## src/rtl/dig_core_pkg.sv

```systemverilog
// Shared constants and state encodings for the host-link UART echo core.
package dig_core_pkg;

  localparam int DIVISOR_DEF   = 326;
  localparam int DATA_BITS_DEF = 8;
  localparam int OVERSAMPLE    = 16;

  typedef enum logic [1:0] {
    RX_IDLE  = 2'd0,
    RX_START = 2'd1,
    RX_DATA  = 2'd2,
    RX_STOP  = 2'd3
  } rx_state_t;

  typedef enum logic [1:0] {
    TX_IDLE  = 2'd0,
    TX_START = 2'd1,
    TX_DATA  = 2'd2,
    TX_STOP  = 2'd3
  } tx_state_t;

endpackage

```

## src/rtl/dig_core_uart.sv

```systemverilog
// 8N1 UART with 16x oversampling: shared tick, rx synchronizer, RX and TX FSMs.
// RX byte valid is a 1-clock pulse after mid-stop; TX accepts a byte when idle or on its final stop tick.
module dig_core_uart
  import dig_core_pkg::*;
#(
  parameter int DIVISOR   = DIVISOR_DEF,
  parameter int DATA_BITS = DATA_BITS_DEF
) (
  input  logic                 clk,
  input  logic                 rst,
  input  logic                 i_rx,
  output logic                 o_tx,
  output logic                 o_rx_vld,
  output logic [DATA_BITS-1:0] o_rx_dat,
  input  logic                 i_tx_start,
  input  logic [DATA_BITS-1:0] i_tx_dat,
  output logic                 o_tx_idle,
  output logic                 o_tx_last
);

  localparam int DIV_W = (DIVISOR > 1) ? $clog2(DIVISOR) : 1;
  localparam int OS_W  = $clog2(OVERSAMPLE);
  localparam int BIT_W = (DATA_BITS > 1) ? $clog2(DATA_BITS) : 1;
  localparam logic [DIV_W-1:0] DIV_LAST = DIV_W'(DIVISOR - 1);
  localparam logic [OS_W-1:0]  OS_LAST  = OS_W'(OVERSAMPLE - 1);
  localparam logic [OS_W-1:0]  OS_HALF  = OS_W'(OVERSAMPLE / 2 - 1);
  localparam logic [BIT_W-1:0] BIT_LAST = BIT_W'(DATA_BITS - 1);

  logic [DIV_W-1:0] r_div;
  logic             w_tick;
  logic [1:0]       r_sync;
  logic             r_rx_prev;
  logic             w_rx;
  logic             w_fall;

  rx_state_t              r_rx_st;
  logic [OS_W-1:0]        r_rx_tick;
  logic [BIT_W-1:0]       r_rx_bit;
  logic [DATA_BITS-1:0]   r_rx_shift;
  logic                   r_rx_ferr;
  logic                   r_rx_vld;
  logic [DATA_BITS-1:0]   r_rx_dat;

  tx_state_t              r_tx_st;
  logic [OS_W-1:0]        r_tx_tick;
  logic [BIT_W-1:0]       r_tx_bit;
  logic [DATA_BITS-1:0]   r_tx_shift;
  logic                   r_tx;

  assign w_tick = (r_div == DIV_LAST);
  assign w_rx   = r_sync[1];
  assign w_fall = r_rx_prev & ~w_rx;

  always_ff @(posedge clk) begin
    if (rst) begin
      r_div     <= '0;
      r_sync    <= 2'b11;
      r_rx_prev <= 1'b1;
    end else begin
      r_div     <= w_tick ? '0 : r_div + 1'b1;
      r_sync    <= {r_sync[0], i_rx};
      r_rx_prev <= w_rx;
    end
  end

  always_ff @(posedge clk) begin
    if (rst) begin
      r_rx_st    <= RX_IDLE;
      r_rx_tick  <= '0;
      r_rx_bit   <= '0;
      r_rx_shift <= '0;
      r_rx_ferr  <= 1'b0;
      r_rx_vld   <= 1'b0;
      r_rx_dat   <= '0;
    end else begin
      r_rx_vld <= 1'b0;
      case (r_rx_st)
        RX_IDLE: begin
          if (w_fall) begin
            r_rx_st   <= RX_START;
            r_rx_tick <= '0;
          end
        end
        RX_START: begin
          if (w_tick) begin
            if (r_rx_tick == OS_HALF) begin
              r_rx_tick <= '0;
              r_rx_bit  <= '0;
              r_rx_st   <= w_rx ? RX_IDLE : RX_DATA;
            end else begin
              r_rx_tick <= r_rx_tick + 1'b1;
            end
          end
        end
        RX_DATA: begin
          if (w_tick) begin
            if (r_rx_tick == OS_LAST) begin
              r_rx_tick  <= '0;
              r_rx_shift <= {w_rx, r_rx_shift[DATA_BITS-1:1]};
              if (r_rx_bit == BIT_LAST) r_rx_st <= RX_STOP;
              else r_rx_bit <= r_rx_bit + 1'b1;
            end else begin
              r_rx_tick <= r_rx_tick + 1'b1;
            end
          end
        end
        RX_STOP: begin
          // A framing error parks here until the line idles high again.
          if (r_rx_ferr) begin
            if (w_rx) begin
              r_rx_ferr <= 1'b0;
              r_rx_st   <= RX_IDLE;
            end
          end else if (w_tick) begin
            if (r_rx_tick == OS_LAST) begin
              r_rx_tick <= '0;
              if (w_rx) begin
                r_rx_vld <= 1'b1;
                r_rx_dat <= r_rx_shift;
                r_rx_st  <= RX_IDLE;
              end else begin
                r_rx_ferr <= 1'b1;
              end
            end else begin
              r_rx_tick <= r_rx_tick + 1'b1;
            end
          end
        end
        default: r_rx_st <= RX_IDLE;
      endcase
    end
  end

  assign o_tx_idle = (r_tx_st == TX_IDLE);
  assign o_tx_last = (r_tx_st == TX_STOP) && w_tick && (r_tx_tick == OS_LAST);

  always_ff @(posedge clk) begin
    if (rst) begin
      r_tx_st    <= TX_IDLE;
      r_tx_tick  <= '0;
      r_tx_bit   <= '0;
      r_tx_shift <= '0;
      r_tx       <= 1'b1;
    end else begin
      case (r_tx_st)
        TX_IDLE: begin
          if (i_tx_start) begin
            r_tx_st    <= TX_START;
            r_tx_shift <= i_tx_dat;
            r_tx_tick  <= '0;
            r_tx       <= 1'b0;
          end
        end
        TX_START: begin
          if (w_tick) begin
            if (r_tx_tick == OS_LAST) begin
              r_tx_tick <= '0;
              r_tx_bit  <= '0;
              r_tx      <= r_tx_shift[0];
              r_tx_st   <= TX_DATA;
            end else begin
              r_tx_tick <= r_tx_tick + 1'b1;
            end
          end
        end
        TX_DATA: begin
          if (w_tick) begin
            if (r_tx_tick == OS_LAST) begin
              r_tx_tick <= '0;
              if (r_tx_bit == BIT_LAST) begin
                r_tx_st <= TX_STOP;
                r_tx    <= 1'b1;
              end else begin
                r_tx_bit   <= r_tx_bit + 1'b1;
                r_tx_shift <= r_tx_shift >> 1;
                r_tx       <= r_tx_shift[1];
              end
            end else begin
              r_tx_tick <= r_tx_tick + 1'b1;
            end
          end
        end
        TX_STOP: begin
          if (w_tick) begin
            if (r_tx_tick == OS_LAST) begin
              r_tx_tick <= '0;
              // Chain straight into the next frame when a byte is offered.
              if (i_tx_start) begin
                r_tx_st    <= TX_START;
                r_tx_shift <= i_tx_dat;
                r_tx       <= 1'b0;
              end else begin
                r_tx_st <= TX_IDLE;
              end
            end else begin
              r_tx_tick <= r_tx_tick + 1'b1;
            end
          end
        end
        default: r_tx_st <= TX_IDLE;
      endcase
    end
  end

  assign o_tx     = r_tx;
  assign o_rx_vld = r_rx_vld;
  assign o_rx_dat = r_rx_dat;

endmodule

```

## src/rtl/dig_core_echo.sv

```systemverilog
// Host-link echo: each valid received byte is mirrored on debug_o and echoed complemented.
// Echo start is 1 clock after rx valid when TX is idle; while TX is busy a 1-entry pending slot holds the newest echo.
module dig_core_echo
  import dig_core_pkg::*;
#(
  parameter int DIVISOR   = DIVISOR_DEF,
  parameter int DATA_BITS = DATA_BITS_DEF
) (
  input  logic                 clk,
  input  logic                 rst,
  input  logic                 rx_i,
  output logic                 tx_o,
  output logic [DATA_BITS-1:0] debug_o
);

  logic                 w_rx_vld;
  logic [DATA_BITS-1:0] w_rx_dat;
  logic                 w_tx_idle;
  logic                 w_tx_last;
  logic                 w_tx_start;
  logic [DATA_BITS-1:0] w_tx_dat;
  logic                 r_pend_vld;
  logic [DATA_BITS-1:0] r_pend_dat;
  logic [DATA_BITS-1:0] r_debug;

  dig_core_uart #(
    .DIVISOR  (DIVISOR),
    .DATA_BITS(DATA_BITS)
  ) u_uart (
    .clk       (clk),
    .rst       (rst),
    .i_rx      (rx_i),
    .o_tx      (tx_o),
    .o_rx_vld  (w_rx_vld),
    .o_rx_dat  (w_rx_dat),
    .i_tx_start(w_tx_start),
    .i_tx_dat  (w_tx_dat),
    .o_tx_idle (w_tx_idle),
    .o_tx_last (w_tx_last)
  );

  // The pending byte is always older than a same-cycle arrival, so it goes first.
  assign w_tx_start = (w_tx_idle | w_tx_last) & (r_pend_vld | w_rx_vld);
  assign w_tx_dat   = r_pend_vld ? r_pend_dat : ~w_rx_dat;

  always_ff @(posedge clk) begin
    if (rst) begin
      r_pend_vld <= 1'b0;
      r_pend_dat <= '0;
      r_debug    <= '0;
    end else begin
      if (w_rx_vld) r_debug <= w_rx_dat;
      if (w_rx_vld && !(w_tx_start && !r_pend_vld)) begin
        r_pend_dat <= ~w_rx_dat;
        r_pend_vld <= 1'b1;
      end else if (w_tx_start) begin
        r_pend_vld <= 1'b0;
      end
    end
  end

  assign debug_o = r_debug;

endmodule

```

## config.mk

```make
export PLATFORM = sky130hd
export DESIGN_NAME = dig_core_echo
export DESIGN_NICKNAME = d
export VERILOG_FILES = /design/src/rtl/dig_core_pkg.sv /design/src/rtl/dig_core_uart.sv /design/src/rtl/dig_core_echo.sv
export SDC_FILE = /design/constraint.sdc
export NUM_CORES = 1
export LEC_CHECK = 0
export BUFFER_PORTS_ARGS = -buffer_cell sky130_fd_sc_hd__buf_2
export CAP_MARGIN = 15
export CORE_UTILIZATION = 61
export DETAILED_ROUTE_END_ITERATION = 8
export GPL_TIMING_DRIVEN = 0
export PLACE_DENSITY = 0.79
export RECOVER_POWER = 25
export SLEW_MARGIN = 20
export SYNTH_ARGS = -nofsm -noshare
export SYNTH_HDL_FRONTEND = slang
export SYNTH_SLANG_ARGS = --single-unit
```

## constraint.sdc

```tcl
create_clock -name clk -period 2.7 [get_ports clk]
set_input_delay 0.27 -clock clk [delete_from_list [all_inputs] [get_ports clk]]
set_output_delay 0.27 -clock clk [all_outputs]
set_load 0.03 [all_outputs]
```

==> flow_summary.yaml, run 1 <==
run_status:
  outcome: "finished clean"
final_layout:
  fillers: 427
  syn2layout_area_growth_pct: 9.89
  layout-drive-gt1-share: 0.111
  nNetsFinal: 416
  utilization: 0.714
  diodes: 0
  fin_cells: 475
worst_setup_path:
  worstPathBufferInverterCount: 2
  worstReg2RegEnd: "r_pend_dat[0]"
  path_class: "flop to flop"
  critPathSlowestCell: "o21ai_0"
  r2r_cells: 8
  worst_ep_arrival_time_ps: 2690
  required_ps: 2940
  path_depth: 8
  critPathMaxFanout: 10
  start_kind: "flop"
  rr_startpoint: "u_uart.r_div[0]"
  cpPeakStageDelay_ps: 560
  worstPathCellList: "ha_1, and4b_1, clkbuf_2, a41oi_1, o21ai_0, buf_2, mux2i_1, nor2_1"
  critPathTopFamily: "compound AO/OA/AOI/OAI gates"
  r2r_slack_ps: 250
  worstSetupEndpointType: "flop"
synth:
  syn_area_mm2: 0.00340
  syn_nets: 394
  ys_async_sr_fraction: 0
  synth_area_leaders: "dfxtp_1 44%, mux2i_1 11%, nor2_1 6.8%"
  syn_area_per_cell_um2: 9.00
  synth_top_area_frac: 0.435
  synth_seq_cells: 74
  synth_area_leader_cell: "dfxtp_1"
  ys.flop_type: "dfxtp_1"
  ys_seq_area_frac: 0.435
  synth_cell_type_count: 52
  synth_edf_count: 0
  netlist_instances: 378
  synth_warnings: 0
floorplanning:
  core_area_mm2: 0.00524
  fp.dieArea_mm2: 0.00588
  die_w_um: 76.7
  rows: 26
  io_pins: 12
  die_h_um: 76.7
  start_util: 0.650
clock_network:
  clockBufferDepth: 2
  post-cts-setup-buffer-count: 0
  htree_levels: 3
  numCtsBuffers: 9
  ctsHoldBuffers: 0
  cts_tree: "built"
  clk_latency_ps: 360
  clk_pin_slew_ps: 90
  cts_num_sinks: 74
  cts-resized-gates: 0
  cts-root-buf: "clkbuf_8"
power_and_ir_drop:
  p_leak_nw: 1.30
  power_mw: 2.30
  vdd_drop_max_mv: 0.531
  power.density_mw_per_mm2: 615
sta:
  finClkSkew_ps: 14.8
  worst_slew_pin_slew_ps: 820
  final.setup.tns_ps: 0
  rsz0062_at_grt: "no"
  layout_min_cycle_time_ps: 2450
  drv_slew: 0
  period_share: 0.906
  slew_headroom: 0.451
  finalSetupViolCount: 0
  fmax_mhz: 409
  hold_viol: 0
drt:
  via_per_inst: 5.60
  ant_nets: 0
  num_vias: 2659
  drt_iter0_drc: 201
  wl_per_cell_um: 14.3
  drc_errors: 0
  wirelength_mm: 6.80
  drtPass1Iterations: 5
min_path:
  min_path_cells: 2
  hp-class: "primary input to flop"
  min_to: "u_uart.r_sync[0]"
  hold_start: "rx_i"
global_routing:
  overflow: 0
  grt_max_degree: 16
  track_usage: 0.252
  grt_pass1_vias: 2516
  grt_pass1_wl_mm: 11.8
  antenna_found_initial: 0
run:
  drv_cap: 0
placement:
  port_buffers: 11
  dp_cells: 459
  gp_congestion: 0.792
  post-dp-hpwl_mm: 4.77
## Yosys cell counts, types with 2 or more instances
master,count
and2_1,2
or3_1,2
nand4_1,5
nor3_1,7
a21oi_1,20
and3_2,2
inv_1,6
a211oi_1,2
mux2i_1,38
nand2b_1,2
a2bb2oi_1,2
o21ai_0,17
xor2_1,7
nand3b_1,4
buf_2,2
a22oi_1,5
and4b_1,2
or3_2,2
nand3_1,10
buf_1,3
o21a_1,2
and3_1,2
dfxtp_1,74
nor4_1,2
nand2_1,28
nor2b_1,5
clkbuf_1,13
ha_1,13
or2_2,10
mux2_2,6
nor2_1,62
## placed cells by master, fill, tap and decap left out, types with 2 or more instances in the layout
cell type	n
dfxtp_1	74
nor2_1	62
mux2i_1	38
nand2_1	28
clkbuf_1	24
a21oi_1	20
o21ai_0	17
ha_1	13
nand3_1	10
or2_2	10
clkbuf_8	9
nor3_1	7
xor2_1	7
inv_1	6
mux2_2	6
nand4_1	5
a22oi_1	5
nor2b_1	5
nand3b_1	4
buf_2	3
inv_6	3
and4b_1	2
and3_1	2
buf_1	2
o21a_1	2
or3_1	2
a211oi_1	2
nor4_1	2
nand2b_1	2
and2_1	2
and3_2	2
or3_2	2
a2bb2oi_1	2
clkinvlp_4	2
## kinds of logic after synthesis
kind of cell    synth area share
buf+inv                   0.0298
flops                      0.435
compound gates             0.109
fa+ha+maj                 0.0478
xor+xnor                  0.0206
simple gates               0.226
mux                        0.132
## report_power, final
group	internal (mW)	leakage [nW]	switching, mW
registers	1.12	0.597	0.0223
logic	0.101	0.605	0.163
clock network	0.442	0.0988	0.453
## layer usage
metal	global-route usage	vias to the layer above	wire length (um)
met1	0.338	1242	3400
met4	0.108	0	97
met5	0	-	0
li1	-	1360	-
met2	0.395	45	3090
met3	0.0500	12	201
## worst max-delay path by stage
| stage | slack (ps) | to | from |
|---|---|---|---|
| floorplan | 580 | u_uart.r_rx_tick[3] | u_uart.r_div[0] |
| global placement | 310 | r_pend_dat[0] | u_uart.r_div[0] |
| detailed placement | 290 | r_pend_dat[0] | u_uart.r_div[2] |
| CTS | 270 | r_pend_dat[0] | u_uart.r_div[0] |
| global route | 40 | r_pend_dat[0] | u_uart.r_div[0] |
| finish | 250 | r_pend_dat[0] | u_uart.r_div[0] |
## registers in the layout, indices dropped and copies added, names as in the netlist, named ones only
name,count
u_uart.r_rx_tick,4
u_uart.r_tx_shift,8
u_uart.r_rx_prev,1
r_pend_vld,1
u_uart.o_tx,1
u_uart.r_rx_shift,8
u_uart.r_sync,2
u_uart.r_div,9
u_uart.r_tx_tick,4
debug_o,8
u_uart.r_rx_ferr,1
u_uart.r_rx_bit,3
r_pend_dat,8
u_uart.o_rx_dat,8
u_uart.r_tx_st,2
u_uart.o_rx_vld,1
u_uart.r_tx_bit,3
u_uart.r_rx_st,1
## cell type report
cell class / instances / area (um^2) / share of cell area
Tap cell: 70 / 87.6 / 0.0234
Clock inverter: 7 / 82.6 / 0.0221
Multi-Input combinational cell: 278 / 1820 / 0.487
Timing Repair Buffer: 11 / 42.5 / 0.0114
Inverter: 7 / 26.3 / 0.00703
Sequential cell: 74 / 1480 / 0.396
Clock buffer: 9 / 124 / 0.0331
Buffer: 19 / 75.1 / 0.0201
## metrics by stage
step	hold slack (ps)	worst slack (ps)	cell area, um^2
6_report	91.6	255	3740
5_1_grt	88.4	43.0	3740
4_1_cts	85.2	273	3750
3_5_place_dp	395	294	3550
3_3_place_gp	393	314	3550
2_1_floorplan	374	577	3400
Note: power is estimated with default switching activity, not from simulation.
==> inputs of run 2 (changes only) <==
- PLACE_DENSITY: 0.79 -> 0.9
- clock period: 2.7 -> 2.4 ns (I/O delays scaled with it)
==> flow_summary.yaml, run 2 (same netlist as run 1, synthesis figures left out) <==
global_routing:
  grt_pass1_wl_mm: 12.3
  use_met2: 0.439
  grt.met3_usage: 0.0667
  top_usage_layer: "met2"
  overflow: 0
  track_usage: 0.269
  antenna_found_initial: 0
  grt.met1_usage: 0.310
  grt_pass1_vias: 2710
  grt_max_degree: 15
worst_setup_path:
  required_ps: 2640
  critPathMaxFanout: 10
  worstSetupEndpointType: "flop"
  worst_ep_arrival_time_ps: 2530
  path_class: "flop to flop"
  start_kind: "flop"
  cp-startpoint: "u_uart.r_tx_st[0]"
  rr_startpoint: "u_uart.r_tx_st[0]"
power_and_ir_drop:
  pwr-share-seq: 0.492
  internal_power_mw: 1.87
  power_frac_clock: 0.382
  p_sw_mw: 0.740
  vdd_drop_max_mv: 0.529
  power.density_mw_per_mm2: 685
  power_frac_comb: 0.126
  p_sw_frac: 0.283
  p_leak_nw: 1.35
placement:
  gp_congestion: 0.855
  dp_slack_ps: -19.7
  dp_cells: 459
  port_buffers: 11
  post-dp-hpwl_mm: 4.88
sta:
  fin_worst_hold_slack_ps: 59.0
  slew_headroom: 0.511
  hold_viol: 0
  finalSetupViolCount: 0
  rsz0062_at_grt: "yes"
  fmax_mhz: 436
  layout_min_cycle_time_ps: 2290
  final.setup.tns_ps: 0
  drv_slew: 0
  finClkSkew_ps: 9.94
  setup_slack_ps: 109
  period_share: 0.955
  worst_slew_pin_slew_ps: 734
drt:
  drtPass1Iterations: 4
  wirelength_mm: 7.37
  ant_nets: 0
  wl_per_cell_um: 15.4
  via_per_inst: 5.88
  drc_errors: 0
  num_vias: 2822
  drt_iter0_drc: 181
run:
  drv_cap: 0
min_path:
  hp-class: "primary input to flop"
  hold_start: "rx_i"
final_layout:
  nNetsFinal: 421
  regMostFlops: "u_uart.r_div"
  utilization: 0.728
  ff_latch_area_mm2: 0.00148
  largest_reg_flops: 9
  final_common_cell: "dfxtp_1"
  fin_cells: 480
  diodes: 0
  most-common-layout-cells: "73 x dfxtp_1, 62 x nor2_1, 38 x mux2i_1"
  layout-drive-gt1-share: 0.132
  fillers: 375
  multi_input_area_mm2: 0.00184
  syn2layout_area_growth_pct: 12.0
clock_network:
  cts_num_sinks: 74
  clk_pin_slew_ps: 90
  clk_latency_ps: 360
  cts-root-buf: "clkbuf_8"
  numCtsBuffers: 9
  ctsHoldBuffers: 0
  clockBufferDepth: 2
  cts_tree: "built"
  htree_levels: 3
floorplanning:
  io_pins: 12
  start_util: 0.650
  fp.dieArea_mm2: 0.00588
  core_area_mm2: 0.00524
  die_w_um: 76.7
  die_h_um: 76.7
  rows: 26
run_status:
  outcome: "finished clean"
==> run 2: through the flow <==
step / instance area, um^2 / power, mW
floorplan: 3400 / 1.54
global route: 3810 / 2.72
finish: 3810 / 2.61
CTS: 3750 / 2.58
global placement: 3550 / 1.59
detailed placement: 3550 / 1.61
==> run 2: final timing paths <==
kind / cells after the start / to / slack [ps]
worst max-delay path: 8 / u_uart.r_tx_shift[2] / 110
worst min-delay path: 2 / u_uart.r_sync[0] / 60
worst max register to register: 8 / u_uart.r_tx_shift[2] / 110
worst min register to register: 1 / u_uart.r_sync[1] / 410
==> run 2: power groups by stage <==
stage               Clock, mW  Combinational, mW  Sequential, mW
finish                  0.998              0.328            1.29
global route             1.06              0.370            1.29
CTS                     0.994              0.306            1.28
detailed placement          0              0.296            1.31
global placement            0              0.283            1.31
floorplan                   0              0.218            1.32
==> run 2: routing by layer <==
layer / part of all wire / vias up
li1: - / 1379
met1: 0.43 / 1328
met2: 0.48 / 86
met3: 0.052 / 29
met4: 0.037 / 0
met5: 0 / -
==> run 2: final cells by class <==
| type | count | area share |
|---|---|---|
| multi-input combinational | 278 | 0.483 |
| sequential | 74 | 0.389 |
| clock buffer | 9 | 0.0325 |
| timing repair buffer | 16 | 0.0246 |
| tap | 70 | 0.0230 |
| clock inverter | 7 | 0.0200 |
| buffer | 19 | 0.0197 |
| inverter | 7 | 0.00788 |
==> run 2: repair_timing <==
item | CTS | global route
gates cloned | 0 | 0
pin swaps | 0 | 2
endpoints found under the setup margin | 3 | 24
buffers inserted | 0 | 5
endpoints found under the hold margin | 0 | 0
gates resized for setup | 1 | 5
==> run 2: critical path, stage by stage, from the launching register on <==
cell and delay [ps]:
dfxtp_1 350, inv_1 130, ha_1 160, clkbuf_1 380, clkinvlp_4 350, a32oi_4 370
buf_12 170, mux2i_1 210, nor2_1 60
==> inputs of run 3 (changes only) <==
- CORE_UTILIZATION: 61 -> 35
- PLACE_DENSITY: 0.9 -> 0.61
==> flow_summary.yaml, run 3 (same netlist as run 1, synthesis figures left out) <==
run_status:
  outcome: "finished clean"
placement:
  dp_slack_ps: -143
  dp_cells: 518
  port_buffers: 11
  gp_congestion: 0.767
  post-dp-hpwl_mm: 5.11
sta:
  hold_viol: 0
  fin_worst_hold_slack_ps: 58.7
  finalSetupViolCount: 0
  drv_slew: 0
  setup_slack_ps: 113
  fmax_mhz: 437
  period_share: 0.953
  layout_min_cycle_time_ps: 2290
  finClkSkew_ps: 10.7
  worst_slew_pin_slew_ps: 721
  slew_headroom: 0.519
  rsz0062_at_grt: "yes"
power_and_ir_drop:
  power.density_mw_per_mm2: 659
  p_leak_nw: 1.32
  vdd_drop_max_mv: 0.371
floorplanning:
  rows: 35
  io_pins: 12
  die_h_um: 101
  die_w_um: 101
  core_area_mm2: 0.00933
  fp.dieArea_mm2: 0.0101
  start_util: 0.365
clock_network:
  cts-root-buf: "clkbuf_8"
  numCtsBuffers: 9
  cts_num_sinks: 74
  clockBufferDepth: 2
  clk_latency_ps: 370
  cts_tree: "built"
  clk_pin_slew_ps: 90
  htree_levels: 3
worst_setup_path:
  worstSetupEndpointType: "flop"
  critPathTopFamily: "simple AND/OR/NAND/NOR gates"
  worst_ep_arrival_time_ps: 2570
  cpPeakStageDelay_ps: 560
  worstPathCellList: "nor4b_4, nand2_4, a221o_2, or4_1, a21oi_1"
  path_class: "flop to flop"
  worstPathBufferInverterCount: 0
  critPathMaxFanout: 8
  start_kind: "flop"
  critPathSlowestCell: "nor4b_4"
  required_ps: 2690
final_layout:
  syn2layout_area_growth_pct: 13.1
  regMostFlops: "u_uart.r_div"
  largest_reg_flops: 9
  final_common_cell: "dfxtp_1"
  nNetsFinal: 416
  most-common-layout-cells: "72 x dfxtp_1, 62 x nor2_1, 38 x mux2i_1"
  layout-drive-gt1-share: 0.126
  utilization: 0.413
  diodes: 0
  fin_cells: 534
global_routing:
  overflow: 0
  grt_pass1_wl_mm: 12.5
  antenna_found_initial: 0
  grt_pass1_vias: 2656
  track_usage: 0.160
  grt_max_degree: 17
drt:
  num_vias: 2709
  drc_errors: 0
  drtPass1Iterations: 4
  ant_nets: 0
  wirelength_mm: 7.20
  wl_per_cell_um: 13.5
  via_per_inst: 5.07
  drt_iter0_drc: 133
run:
  drv_cap: 0
min_path:
  hp-class: "primary input to flop"
## run 3: worst reg2reg max path, stage by stage (launching register included)
cell     delay, ps
dfxtp_1        380
nor4b_4        560
nand2_4        160
a221o_2        450
or4_1          510
a21oi_1        150
## run 3: final cells by class
class	count	area [um^2]
multi-input combinational	278	1840
timing repair buffer	12	62.6
inverter	7	30.0
fill	939	5480
sequential	74	1480
clock inverter	7	70.1
clock buffer	9	124
tap	129	161
buffer	18	73.8
## run 3: metal layers
| layer | wire length (um) | vias up | global-route usage |
|---|---|---|---|
| met4 | 159 | 0 | 0.0635 |
| met5 | 0 | - | 0 |
| li1 | - | 1360 | - |
| met3 | 278 | 18 | 0.0541 |
| met1 | 3410 | 1287 | 0.196 |
| met2 | 3350 | 44 | 0.259 |
## run 3: report_power, final
group	switching, mW	internal (mW)	total (mW)	leakage, nW
clock	0.547	0.403	0.950	0.0955
sequential	0.0270	1.26	1.28	0.598
combinational	0.185	0.118	0.302	0.631
total	0.758	1.78	2.54	1.32
## run 3: timing repair
action,CTS,global route
setup buffers,0,1
hold buffers,0,0
endpoints found under the setup margin,11,28
pin swaps,1,2
gates resized for setup,2,8
## run 3: per-stage QoR
step	area [um^2]	setup TNS, ps	power (mW)
finish	3850	0	2.54
global route	3850	-18.7	2.66
global placement	3620	-39.4	1.60
detailed placement	3620	-326	1.61
floorplan	3400	0	1.54
CTS	3820	0	2.56
## run 3: path summary, 6_finish.rpt
path | start | to | slack, ps | cells after the start
max | u_uart.r_div[5] | u_uart.r_rx_tick[3] | 110 | 5
max reg2reg | u_uart.r_div[5] | u_uart.r_rx_tick[3] | 110 | 5
min | rx_i | u_uart.r_sync[0] | 60 | 2
min reg2reg | u_uart.r_sync[0] | u_uart.r_sync[1] | 410 | 1
